[src/rtl/gpc_4t_thread_sched.sv]
// Four-thread round-robin fetch scheduler with per-thread PCs, redirect and per-thread PC reset.
// Optional PC range checking is built in when GPC_4T_PC_RANGE_CHECK_EN is defined.
module gpc_4t_thread_sched #(
  parameter logic [31:0] RST_PC = 32'h0000_0000
) (
  input  logic             QClk,
  input  logic             RstQnnnH,
  input  logic [3:0]       EnPc,
  input  logic [3:0]       RstPc,
  input  logic             StallQ100H,
  input  logic             RedirectValid,
  input  logic [1:0]       RedirectThread,
  input  logic [31:0]      RedirectPc,
  output logic [31:0]      PcQ100H,
  output logic [1:0]       ThreadQ100H,
  output logic             ValidQ100H,
  output logic [3:0][31:0] ThreadPc,
  output logic [3:0]       PcExpt
);

  logic [3:0][31:0] pc_q, pc_d;
  logic [1:0]       last_q, last_d;
  logic [3:0]       cand;
  logic [1:0]       sel;
  logic [1:0]       idx;
  logic             found;
  logic             issue_ok;
  logic             bad_pc;
  logic             fire;

`ifdef GPC_4T_PC_RANGE_CHECK_EN
  logic [3:0] expt_q, expt_d;

  // A flagged thread drops out of arbitration so the others keep issuing.
  assign cand   = EnPc & ~RstPc & ~expt_q;
  assign bad_pc = (|pc_q[sel][21:12]) || (pc_q[sel][23:22] != 2'b00);
  assign PcExpt = expt_q;
`else
  assign cand   = EnPc & ~RstPc;
  assign bad_pc = 1'b0;
  assign PcExpt = '0;
`endif

  // Search order LastQ+1, +2, +3, then LastQ itself.
  always_comb begin
    found = 1'b0;
    sel   = last_q;
    idx   = last_q;
    for (int unsigned k = 1; k <= 4; k++) begin
      idx = last_q + 2'(k);
      if (!found && cand[idx]) begin
        found = 1'b1;
        sel   = idx;
      end
    end
  end

  assign issue_ok    = found && !StallQ100H;
  assign fire        = issue_ok && !bad_pc;
  assign ValidQ100H  = fire;
  assign ThreadQ100H = fire ? sel : last_q;
  assign PcQ100H     = pc_q[ThreadQ100H];
  assign ThreadPc    = pc_q;

  always_comb begin
    pc_d   = pc_q;
    last_d = last_q;
    if (fire) begin
      pc_d[sel] = pc_q[sel] + 32'd4;
      last_d    = sel;
    end
    if (RedirectValid) pc_d[RedirectThread] = RedirectPc;
    for (int unsigned n = 0; n < 4; n++) begin
      if (RstPc[n]) pc_d[n] = RST_PC;
    end
  end

`ifdef GPC_4T_PC_RANGE_CHECK_EN
  always_comb begin
    expt_d = expt_q;
    if (issue_ok && bad_pc) expt_d[sel] = 1'b1;
    expt_d = expt_d & ~RstPc;
  end

  always_ff @(posedge QClk) begin
    if (RstQnnnH) expt_q <= '0;
    else          expt_q <= expt_d;
  end
`endif

  always_ff @(posedge QClk) begin
    if (RstQnnnH) begin
      pc_q   <= {4{RST_PC}};
      last_q <= 2'd3;
    end else begin
      pc_q   <= pc_d;
      last_q <= last_d;
    end
  end

endmodule

[config.mk]
export PLATFORM = sky130hd
export DESIGN_NAME = gpc_4t_thread_sched
export DESIGN_NICKNAME = d
export VERILOG_FILES = /design/src/rtl/gpc_4t_thread_sched.sv
export SDC_FILE = /design/constraint.sdc
export NUM_CORES = 1
export LEC_CHECK = 0
export ABC_AREA = 1
export BUFFER_PORTS_ARGS = -buffer_cell sky130_fd_sc_hd__buf_2
export CELL_PAD_IN_SITES_DETAIL_PLACEMENT = 0
export CELL_PAD_IN_SITES_GLOBAL_PLACEMENT = 2
export CORE_MARGIN = 1.5
export CORE_UTILIZATION = 31
export CTS_BUF_LIST = sky130_fd_sc_hd__clkbuf_16
export DETAILED_ROUTE_END_ITERATION = 10
export GPL_TIMING_DRIVEN = 0
export HOLD_SLACK_MARGIN = 0.03
export PLACE_DENSITY = 0.89
export SKIP_LAST_GASP = 1
export SYNTH_ARGS = -nofsm -noshare
export SYNTH_HDL_FRONTEND = slang
export SYNTH_SLANG_ARGS = --single-unit
[constraint.sdc]
create_clock -name QClk -period 4.7 [get_ports QClk]
set_input_delay 0.94 -clock QClk [delete_from_list [all_inputs] [get_ports QClk]]
set_output_delay 0.94 -clock QClk [all_outputs]
set_load 0.05 [all_outputs]
## Word-level counts from Yosys, hierarchy flattened

Index checks and enable logic that the tools add are counted.

| word-level totals | value |
|---|---|
| register bits after elaboration | 130 |
| latch bits | 0 |
| bits in writable memories | 0 |
| ROM bits | 0 |
| bits of input ports | 46 |
| output and inout port bits | 167 |
| word-level logic and storage cells | 63 |
| memories | 0 |

| operators by class | value |
|---|---|
| $add $sub $neg | 4 |
| multiply operators | 0 |
| div/mod/pow operators | 0 |
| $lt $le $gt $ge | 9 |
| equal/unequal tests | 0 |
| shift-type cells | 0 |
| mux-type cells | 29 |
| bitwise operators | 2 |
| reduce and logical (&&, ||, !) cells | 14 |

Operators with widths:

| cell | count |
|---|---|
| bitwise mux 128 bit | 2 |
| 2-to-1 mux 128 bit | 2 |
| binary-select mux 32 bit (select 2 bit) | 2 |
| demux 32 bit (select 2 bit) | 2 |
| 2-to-1 mux 32 bit | 4 |
| adder 32 x 3 -> 32 bit (second input constant) | 1 |
| less-than comparator 2 x 3 -> 1 bit (second input constant) | 7 |
| 2-to-1 mux 2 bit | 5 |
| binary-select mux 1 bit (select 2 bit) | 4 |
| 2-to-1 mux 1 bit | 8 |
| OR reduction 2 bit | 4 |
| logical AND 1 bit | 6 |
| adder 2 bit (second input constant) | 2 |
| bitwise AND 4 bit | 1 |
| >= comparator 2 x 1 -> 1 bit (second input constant) | 2 |
| logical NOT 1 bit | 4 |
| inverter 4 bit | 1 |
| adder 2 x 1 -> 2 bit (second input constant) | 1 |

## Logic depth before layout (Yosys ltp)

Gate-level depths: netlist (run 1).

| depth | value |
|---|---|
| depth after elaboration | 22 |
| gate-level depth with buffers | 26 |
| depth with buffers taken out | 22 |

## Worst setup path before layout (run 1)

Ideal clock, no wire load.

| timing path | value |
|---|---|
| kind | input to output |
| from | input port RstPc[1] |
| to | output port PcQ100H[27] |
| arrival | 4,250 ps |
| setup slack | -490 ps |
| cell stages on the path | 13 |
| buffers on the path | 2 |
| cell sequence | inv_1 > nand3_1 > nand3_2 > nand2_2 > nand2_2 > nor2_2 > a21oi_1 > inv_1 > a21oi_1 > buf_2 > buf_2 > a21oi_1 > a32oi_1 |

| between the ends | value |
|---|---|
| longest elaborated chain between the ends | 18 |

RTL lines:

| element | line | RTL |
|---|---|---|
| start: declaration | 9 | `input logic [3:0] RstPc,` |
| inverter 4 bit * | 39 | `assign cand = EnPc & ~RstPc;` |
| bitwise AND 4 bit * | 39 |  |
| binary-select mux 1 bit (select 2 bit) | 51 | `if (!found && cand[idx]) begin` |
| 2-to-1 mux 1 bit (implied by the code) | 51 |  |
| 2-to-1 mux 1 bit | 51 |  |
| logical NOT 1 bit | 51 |  |
| logical AND 1 bit | 51 |  |
| 2-to-1 mux 1 bit | 51 |  |
| (+4 left out) | -- |  |
| logical AND 1 bit | 51 |  |
| 2-to-1 mux 1 bit * | 51 |  |
| logical AND 1 bit * | 58 | `assign issue_ok = found && !StallQ100H;` |
| named net ValidQ100H | 16 | `output logic ValidQ100H,` |
| 2-to-1 mux 2 bit * | -- |  |
| named net ThreadQ100H[0] | 15 | `output logic [1:0] ThreadQ100H,` |
| binary-select mux 32 bit (select 2 bit) * | 62 | `assign PcQ100H = pc_q[ThreadQ100H];` |
| 2-to-1 mux 32 bit (implied by the code) * | 62 |  |
| end: declaration | 14 | `output logic [31:0] PcQ100H,` |

Mark *: on every way through the listed nets, which the timed path passes. The rest lies on a longest branch. The select of a mux whose other input is x is not followed.

## Worst setup path after layout (run 1)

| timing path | value |
|---|---|
| from | input port RstPc[0] |
| to | output port PcQ100H[3] |

| between the ends | value |
|---|---|
| longest elaborated chain between the ends | 18 |

RTL lines:

| element | line |
|---|---|
| inverter 4 bit * | 39 |
| bitwise AND 4 bit * | 39 |
| binary-select mux 1 bit (select 2 bit) | 51 |
| 2-to-1 mux 1 bit (implied by the code) | 51 |
| 2-to-1 mux 1 bit | 51 |
| logical NOT 1 bit | 51 |
| logical AND 1 bit | 51 |
| 2-to-1 mux 1 bit | 51 |
| (+2 left out) | -- |
| 2-to-1 mux 1 bit | 51 |
| logical NOT 1 bit | 51 |
| logical AND 1 bit | 51 |
| 2-to-1 mux 1 bit | 51 |
| logical AND 1 bit | 58 |
| 2-to-1 mux 2 bit * | -- |
| binary-select mux 32 bit (select 2 bit) * | 62 |
| 2-to-1 mux 32 bit (implied by the code) * | 62 |

Mark *: on every way between the ends. The rest lies on a longest branch, timed or not. The select of a mux whose other input is x is not followed.

==> results of run 1 <==
## metrics by stage
stage          hold WS [ns]  setup TNS (ns)  utilization  worst slack [ns]  std cells
6_report             0.5616               0       0.4000            0.1227       2089
3_3_place_gp         0.5296          -8.888       0.3782           -0.4140       2059
3_5_place_dp         0.5398          -9.571       0.3782           -0.4179       2059
5_1_grt              0.5699       -0.004095       0.4000         -0.004095       2089
2_1_floorplan        0.7189               0            -           0.02387       1467
4_1_cts              0.5478         -0.1676       0.3989          -0.02412       2090
## cells in the mapped netlist, types with 3 or more instances
cell / n
nand2_1: 361
a21oi_1: 273
nand3_1: 143
dfxtp_1: 130
o21ai_0: 117
inv_1: 116
clkbuf_1: 58
nand3b_1: 45
nor2_1: 40
a32oi_1: 32
buf_2: 27
a221oi_1: 14
nand2_2: 13
nor2_2: 11
nand3_2: 10
buf_1: 9
buf_4: 7
buf_6: 7
nand2_4: 6
nand4_1: 4
nor2_4: 4
o21bai_2: 3
or2_2: 3
xnor2_1: 3
xor2_2: 3
## flip-flops by register name, summed over array words and instances (netlist names)
register and count:
ThreadPc 128, last_q 2
## critical path: stages
cell and delay (ns):
buf_2 0.11, inv_1 0.07, nand3_1 0.10, nand2_1 0.12, nand2_2 0.08, nand2_4 0.10, nand4_4 0.24, nand2_4 0.20
buf_6 0.24, nor2_1 0.09, a21oi_1 0.21, buf_4 0.25, buf_4 0.24, a21oi_1 0.10, a32oi_2 0.25, buf_4 0.26
## timing repair
| item | in CTS | in global routing |
|---|---|---|
| cloned | 0 | 0 |
| resized for setup | 16 | 18 |
| setup endpoints to repair | 33 | 29 |
## cell type report
cell class                 count  area [um^2]
inverter                     121        456.7
buffer                       107        574.3
tap                          384        480.5
sequential                   130         2603
clock buffer                  17        425.4
clock inverter                15        145.1
fill                        3204        17360
timing repair buffer         208         1054
multi-input combinational   1107         5837
## path summary, 6_finish.rpt
path / startpoint / end / slack [ns] / depth (start not counted)
max: RstPc[0] / PcQ100H[3] / 0.12 / 16
min: ThreadPc[3] / ThreadPc[3] / 0.56 / 2
max reg2reg: last_q[0] / ThreadPc[60] / 1.00 / 22
min reg2reg: ThreadPc[3] / ThreadPc[3] / 0.56 / 2
## layer usage
metal,share of wire,vias up,global-route usage
li1,-,5428,-
met1,0.44,5449,0.4077
met2,0.45,611,0.4661
met3,0.079,88,0.04675
met4,0.029,0,0.1033
met5,0,-,0
## cell families (layout without fill, tap and decap cells)
kind of cell,count (synthesis),count (layout),share of synthesized area
DFF,130,130,0.2828
and+or+nand+nor,647,647,0.3302
xor gates and xnor gates,9,9,0.01183
buffers and inverters,230,468,0.1081
other,1,4,0.0004074
adders and majority gates,1,1,0.001359
AOI/OAI and AO/OA,446,446,0.2654
==> results.md, run 1 <==
- Critical path class: input port to output port
- Post-synthesis sequential area ratio: 0.2828
- Total Routing Usage GR: 0.2954
- Residual DRC: 0
- Slew margin rel.: 0.3929
- Top cells by area, synth: dfxtp_1 28%, a21oi_1 15%, nand2_1 15%
- Cells after Synth: 1464
- Initial antenna violation count: 0
- CTS HTree Levels: 4
- Post-layout min period: 4.577 ns
- Area after DPL: 10940 um^2
- Worst skew pair latency: 0.44 ns
- Synthesized area per cell: 6.287 um^2
- Max Clk Rate: 218.5 MHz
- Cell taking the most area after synthesis: dfxtp_1
- Final Cell Area: 11570 um^2
- Die area: 30730 um^2
- Unrepaired setup endpoints after global routing: true
- Mapped Area: 9204 um^2
- Pin count of the biggest net entering global routing: 20
- Final Slew Violations: 0
- HPWL Detailed: 33.84 mm
- Outcome: finished clean
- Post-synthesis register bit count: 130
- Synth top area share: 0.2828
- Vias in the first global route: 10630
- EDFF count, synth: 0
- Initial DRC count: 1227
- Std cell rows: 62
- CTS Sinks: 130
- Routed WL per cell: 22.15 um
- Synth warn: 0
- Post-synth ARST share: 0
- Final setup violation count: 0
- Initial core utilization: 0.3181
- CTS Hold Buffers Added: 0
- Routability Congestion: 0.9377
- Clock buffer depth: 2
- Unique masters post-synth: 45
- Core area: 28940 um^2
- Share of post-route cells with drive strength above 1: 0.2217
- Most common cell after layout, fill and taps aside: nand2_1
- Worst endpoint required time: 3.76 ns
- Data arrival time of the worst path: 3.64 ns
- Die Y: 175.3 um
- Root buffer cell: clkbuf_16
- Max FO, Critical Path: 19
- Post-route antenna net violation count: 0
- WL final: 46.26 mm
- Width of the die: 175.3 um
- Global-route wire length before repair: 67.57 mm
- Hold Fails Final Rpt: 0
- Setup Skew: 0.01039 ns
- Overflow after GRT: 0
- Most used DFF post-synth: dfxtp_1
- Period utilization: 0.9739
- Ports: 213
- Nets: 1739
- CTS tree: yes
- # port buffers: 208
- Vias: 11580
- Worst setup SP type: input port
- HP Class: flop to flop
- Max-Cap Viols: 0
- TritonCTS Buffers: 17
- Endpoint class of the critical path: output port
- Post-CTS Setup Bufs: 0
- Ant diodes: 0
- Clk slew on worst S/H paths: 0.06 ns
- Worst-Margin Slew: 0.9057 ns
- Most frequent cells in the layout: 361 x nand2_1, 272 x a21oi_1, 219 x buf_2, 143 x nand3_1, 130 x dfxtp_1
- Drt first pass iters: 6
- Vias per std cell: 5.541
- Area added between synthesis and finish: 25.76%
Power of run 1 is left out: the tool's default activity adds up to more than one toggle a clock period on the data nets, which glitch-free logic cannot reach.
==> run 2, diff against run 1 <==
Settings changed: BUFFER_PORTS_ARGS -buffer_cell sky130_fd_sc_hd__buf_2 to default, CORE_UTILIZATION 31 to 36, DONT_BUFFER_PORTS from default to 1, PLACE_DENSITY 0.89 to 0.87.
==> run 2 against run 1 <==
Against the previous run:
- register-to-register slack lost 0.10 ns
- critical endpoint unchanged
- largest cell class unchanged
- maximum frequency up 0.34%
- die area is 14% lower
- clock skew is 0.0018 ns higher
- design area down 6.1%
- highest routed layer unchanged
- via count decreased by 6.6%
- sequential share of layout area up 1.5 points
- clock-buffer cell count unchanged
- worst setup slack improved by 0.016 ns
- utilization up 3.3 points
- first-iteration DRC count decreased by 11%
==> results.md, run 2 (same netlist as run 1, synthesis figures left out) <==
- Worst endpoint required time: 3.76 ns (about the same)
- Post-route antenna net violation count: 0 (unchanged)
- Nets: 1531 (-12%)
- R2R Setup Slk: 0.90 ns (-0.10 ns)
- Vias in the first global route: 10230 (-3.8%)
- Hold endpoint: last_q[1]
- Vias per std cell: 5.915 (+6.7%)
- Outcome: finished clean
- Most frequent cells in the layout: 361 x nand2_1, 271 x a21oi_1, 143 x nand3_1, 129 x dfxtp_1, 119 x inv_1
- Routability Congestion: 0.9652 (+2.9%)
- Share of post-route cells with drive strength above 1: 0.1169 (-0.1048)
- Area added between synthesis and finish: 18.11%
- Global-route wire length before repair: 66.27 mm (-1.9%)
- Clock buffer depth: 2 (unchanged)
- # fillers: 2762 (-14%)
- Residual DRC: 0 (unchanged)
- Worst Min Path Start: RstQnnnH
- Clk slew on worst S/H paths: 0.06 ns (about the same)
- WHS Path Cells: 2 (unchanged)
- Max FO, Critical Path: 19 (unchanged)
- Initial core utilization: 0.3666 (+0.04847)
- Initial antenna violation count: 0 (unchanged)
- Final setup violation count: 0 (unchanged)
- Worst r2r path cells: 22 (unchanged)
- CTS Sinks: 130 (unchanged)
- Unrepaired setup endpoints after global routing: true
- Max Clk Rate: 219.2 MHz (+0.34%)
- Die area: 26530 um^2 (-14%)
- CTS HTree Levels: 4 (unchanged)
- Final Cell Area: 10870 um^2 (-6.1%)
- Area after DPL: 9834 um^2 (-10%)
- Worst skew pair latency: 0.43 ns (about the same)
- Die Y: 162.9 um (-7.1%)
- CTS tree: yes
- Ports: 213 (unchanged)
- Width of the die: 162.9 um (-7.1%)
- Critical path class: flop to output port
- Drt first pass iters: 8 (+2)
- Pin count of the biggest net entering global routing: 17 (-15%)
- Post-layout min period: 4.562 ns (-0.01554 ns)
- Initial DRC count: 1086 (-11%)
- Data arrival time of the worst path: 3.62 ns (-0.02 ns)
- Std cell rows: 58 (-6.5%)
- Worst setup SP type: flop
- Ant diodes: 0 (unchanged)
- Overflow after GRT: 0 (unchanged)
- Core area: 25110 um^2 (-13%)
- Most common cell after layout, fill and taps aside: nand2_1
- RR Startpoint: last_q[0]
- Slew margin rel.: 0.3905 (-0.002398)
- HPWL Detailed: 32.59 mm (-3.7%)
- Max-Cap Viols: 0 (unchanged)
- Endpoint class of the critical path: output port
- # port buffers: 0 (-100%)
- Total Routing Usage GR: 0.3396 (+0.04417)
- Vias: 10810 (-6.6%)
- WHS: 0.6268 ns (+0.06514 ns)
- Post-CTS Setup Bufs: 0 (unchanged)
- Max reg flops: 128 (unchanged)
- Period utilization: 0.9706 (-0.003307)
- Hold Fails Final Rpt: 0 (unchanged)
- TritonCTS Buffers: 17 (unchanged)
- HP Class: input port to flop
- WL final: 45.24 mm (-2.2%)
- Worst-Margin Slew: 0.9093 ns (+0.003578 ns)
- Routed WL per cell: 24.76 um (+12%)
- Final Slew Violations: 0 (unchanged)
- Setup Skew: 0.01216 ns (+0.001763 ns)
- Root buffer cell: clkbuf_16
- Worst reg2reg endpoint: ThreadPc[50]
-- run 2: changes by cell type in the layout (fill, tap and decap cells not counted), moves of 2 or more --
cell / before / now
clkinv_4: 5 / 1
a32oi_4: 0 / 32
a32oi_2: 28 / 0
inv_1: 117 / 119
clkbuf_4: 10 / 6
buf_2: 219 / 15
a32oi_1: 4 / 0
-- run 2: area by class of cell --
| cell class | instances | area [um^2] | area share |
|---|---|---|---|
| Sequential cell | 130 | 2604 | 0.2395 |
| Clock inverter | 15 | 152.6 | 0.01404 |
| Clock buffer | 17 | 425.4 | 0.03913 |
| Multi-Input combinational cell | 1107 | 6238 | 0.5739 |
| Tap cell | 330 | 412.9 | 0.03798 |
| Inverter | 121 | 456.7 | 0.04201 |
| Buffer | 107 | 580.6 | 0.05341 |
-- run 2: worst max-delay path, stage by stage (launching register included) --
cell and delay (ns):
dfxtp_1 0.32, buf_6 0.14, inv_4 0.04, buf_12 0.14
nand3_2 0.09, nand3_2 0.07, nand2_2 0.15, nand4_4 0.27
nand2_4 0.19, buf_6 0.24, nor2_1 0.09, a21oi_1 0.21
buf_4 0.25, clkbuf_4 0.28, a21oi_1 0.16, a32oi_4 0.52
-- run 2: metal layers --
metal	wire, um	track usage	vias up
li1	-	-	5020
met1	19230	0.4449	5112
met2	20110	0.5429	570
met3	4310	0.07920	105
met4	1591	0.1214	0
met5	0	0	-
-- run 2: worst max-delay path by stage --
| stage | from | end | slack [ns] | cells after the start |
|---|---|---|---|---|
| floorplan | RstPc[1] | PcQ100H[3] | 0.02 | 13 |
| global placement | RstPc[1] | PcQ100H[3] | -0.82 | 12 |
| detailed placement | RstPc[1] | PcQ100H[3] | -0.89 | 12 |
| CTS | last_q[0] | PcQ100H[3] | -0.03 | 17 |
| global route | last_q[0] | PcQ100H[3] | -0.02 | 16 |
| finish | last_q[0] | PcQ100H[3] | 0.14 | 15 |
-- run 2: repair_timing --
| item | CTS | global route |
|---|---|---|
| setup endpoints to repair | 33 | 33 |
| hold buffers | 0 | 0 |
| resized for setup | 61 | 11 |
| pin swaps | 13 | 10 |
| cloned | 0 | 0 |
-- run 2: stage by stage --
step | util | TNS (ns) | worst slack [ns] | instances
detailed placement | 0.3917 | -21.77 | -0.8887 | 1797
CTS | 0.4321 | -0.02522 | -0.02522 | 1829
global route | 0.4329 | -0.01567 | -0.01567 | 1827
finish | 0.4329 | 0 | 0.1383 | 1827
global placement | 0.3917 | -20.45 | -0.8173 | 1797
floorplan | - | 0 | 0.02387 | 1467
Power of run 2 is left out for the same reason.
==> run 3, diff against run 2 <==
Settings changed: CELL_PAD_IN_SITES_GLOBAL_PLACEMENT 2 to 1, CORE_ASPECT_RATIO from default to 1.2, CORE_UTILIZATION 36 to 40, CTS_CLUSTER_DIAMETER from default to 60, PLACE_DENSITY 0.87 to 0.76.
==> run 3 against run 2 <==
Against the previous run:
- non-clock buffer count grew 1
- wire length shrank 2.9%
- final cell count shrank 2.8%
- clock-buffer cell count is the same
- utilization grew 5.1 points
- maximum frequency shrank 0.13%
==> results.md, run 3 (same netlist as run 1, synthesis figures left out) <==
- CTS HTree Levels: 4 (unchanged)
- Nets: 1532 (+0.065%)
- Area added between synthesis and finish: 18.42%
- R2R Setup Slk: 1.08 ns (+0.18 ns)
- CP cell instances: buf_6, inv_4, buf_12, nand2_2, nand2_2, nand3_2, nand2_4, nand2_2, nor2_2, nand2_2, nand2_4, buf_2, nor2_1, a21oi_2, buf_4, buf_6, a21oi_1, a32oi_4
- Ant diodes: 0 (unchanged)
- Vias: 10800 (-0.093%)
- Top cell by count, worst path: nand2_2
- Width of the die: 141.5 um (-13%)
- Post-route antenna net violation count: 0 (unchanged)
- Setup Skew: 0.01784 ns (+0.005686 ns)
- Worst r2r path cells: 23 (+4.5%)
- Routed WL per cell: 24.74 um (about the same)
- WL final: 43.94 mm (-2.9%)
- CP max stage cell: a32oi_4
- Routability Congestion: 0.9296 (-3.7%)
- Core area: 22520 um^2 (-10%)
- Worst endpoint required time: 3.76 ns (about the same)
- # fillers: 2385 (-14%)
- CTS Sinks: 130 (unchanged)
- Max-Cap Viols: 0 (unchanged)
- Placed Cells: 1746 (-2.8%)
- Residual DRC: 0 (unchanged)
- Critical path class: flop to output port
- Initial DRC count: 1092 (+0.55%)
- Die area: 23930 um^2 (-9.8%)
- Clock buffer depth: 2 (unchanged)
- WHS Path Cells: 2 (unchanged)
- Hold Fails Final Rpt: 0 (unchanged)
- Initial core utilization: 0.4087 (+0.04211)
- Root buffer cell: clkbuf_16
- Worst reg2reg endpoint: ThreadPc[114]
- Drt first pass iters: 5 (-3)
- Share of post-route cells with drive strength above 1: 0.1189 (+0.002004)
- Vias per std cell: 6.079 (+2.8%)
- Max Clk Rate: 218.9 MHz (-0.13%)
- Period utilization: 0.9718 (+0.001231)
- HP Class: input port to flop
- Final Slew Violations: 0 (unchanged)
- Worst Min Path Start: RstQnnnH
- Overflow after GRT: 0 (unchanged)
- # port buffers: 0 (unchanged)
- Initial antenna violation count: 0 (unchanged)
- Endpoint class of the critical path: output port
- Data arrival time of the worst path: 3.63 ns (about the same)
- TritonCTS Buffers: 17 (unchanged)
- Unrepaired setup endpoints after global routing: false
- Vias in the first global route: 10260 (+0.25%)
- Post-layout min period: 4.567 ns (+0.005784 ns)
- Final setup violation count: 0 (unchanged)
- Max reg flops: 128 (unchanged)
- HPWL Detailed: 31.09 mm (-4.6%)
- Clk slew on worst S/H paths: 0.06 ns (about the same)
- Slew margin rel.: 0.08496 (-0.3055)
- Fin cells: 1776 (-2.8%)
- Most frequent cells in the layout: 361 x nand2_1, 271 x a21oi_1, 143 x nand3_1, 129 x dfxtp_1, 117 x o21ai_0
- Die Y: 169.2 um (+3.8%)
- Std cell rows: 60 (+3.4%)
- Worst skew pair latency: 0.44 ns (about the same)
- Ports: 213 (unchanged)
- Total Routing Usage GR: 0.3632 (+0.02357)
- Pin count of the biggest net entering global routing: 17 (unchanged)
- RR Startpoint: last_q[0]
- CTS Hold Buffers Added: 0 (unchanged)
- Hold endpoint: last_q[1]
- Max FO, Critical Path: 10 (-9)
- Slowest Stage Delay on Critical Path: 0.46 ns (-0.06 ns)
- Most common cell after layout, fill and taps aside: nand2_1
- Worst-Margin Slew: 1.362 ns (+0.4528 ns)
- Worst setup SP type: flop
- CTS tree: yes
- Global-route wire length before repair: 64.54 mm (-2.6%)
- Outcome: finished clean
[run 3: cell count changes in the layout (fill, tap and decap cells not counted), moves of 3 or more]
cell / before / now
clkinv_2: 4 / 1
bufinv_16: 3 / 6
inv_1: 119 / 116
clkinv_4: 1 / 4
[run 3: repair_timing]
item	4_1_cts	5_1_grt
resized for setup	56	16
setup buffers	0	0
pin swaps	22	13
endpoints found under the setup margin	33	32
[run 3: worst max path at each step]
stage                   start           to  slack (ns)  cells past startpoint
floorplan            RstPc[1]   PcQ100H[3]        0.02                     13
global placement     RstPc[1]   PcQ100H[3]       -0.77                     12
detailed placement   RstPc[1]   PcQ100H[3]       -0.81                     12
CTS                 last_q[0]  PcQ100H[26]       -0.05                     17
global route        last_q[0]  PcQ100H[28]       0.004                     17
finish              last_q[0]  PcQ100H[28]        0.13                     18
[run 3: cell type report]
| cell class | instances | area (um^2) | share of cell area |
|---|---|---|---|
| buffer | 108 | 591.8 | 0.05430 |
| clock buffer | 17 | 425.4 | 0.03903 |
| clock inverter | 14 | 239.0 | 0.02193 |
| inverter | 121 | 456.7 | 0.04190 |
| multi-input combinational | 1107 | 6233 | 0.5719 |
| sequential | 130 | 2604 | 0.2389 |
| tap | 279 | 349.1 | 0.03203 |
[run 3: stage by stage]
step / setup TNS (ns) / util / setup WS [ns] / area (um^2) / hold slack (ns)
after CTS: -0.6531 / 0.4829 / -0.05366 / 10880 / 0.6107
after global routing: 0 / 0.4839 / 0.004365 / 10900 / 0.6273
after global placement: -19.56 / 0.4338 / -0.7701 / 9771 / 0.7875
after floorplan: 0 / - / 0.02387 / 9422 / 0.7189
after detailed placement: -20.57 / 0.4338 / -0.8095 / 9771 / 0.7866
final: 0 / 0.4839 / 0.1325 / 10900 / 0.6114
[run 3: worst max-delay path: cells and delay by family (launching register included)]
family | cells | cell delay (ns)
buffers and inverters | 6 | 1.09
flip-flops | 1 | 0.31
AND/OR/NAND/NOR | 9 | 0.96
AO/OA/AOI/OAI | 3 | 0.80
[run 3: metal layers]
layer / vias to the layer above / global-route usage / part of all wire
li1: 5014 / - / -
met2: 558 / 0.6012 / 0.47
met4: 0 / 0.1815 / 0.048
met1: 5081 / 0.4373 / 0.39
met3: 144 / 0.09142 / 0.091
met5: - / 0 / 0
Power of run 3 is left out for the same reason.
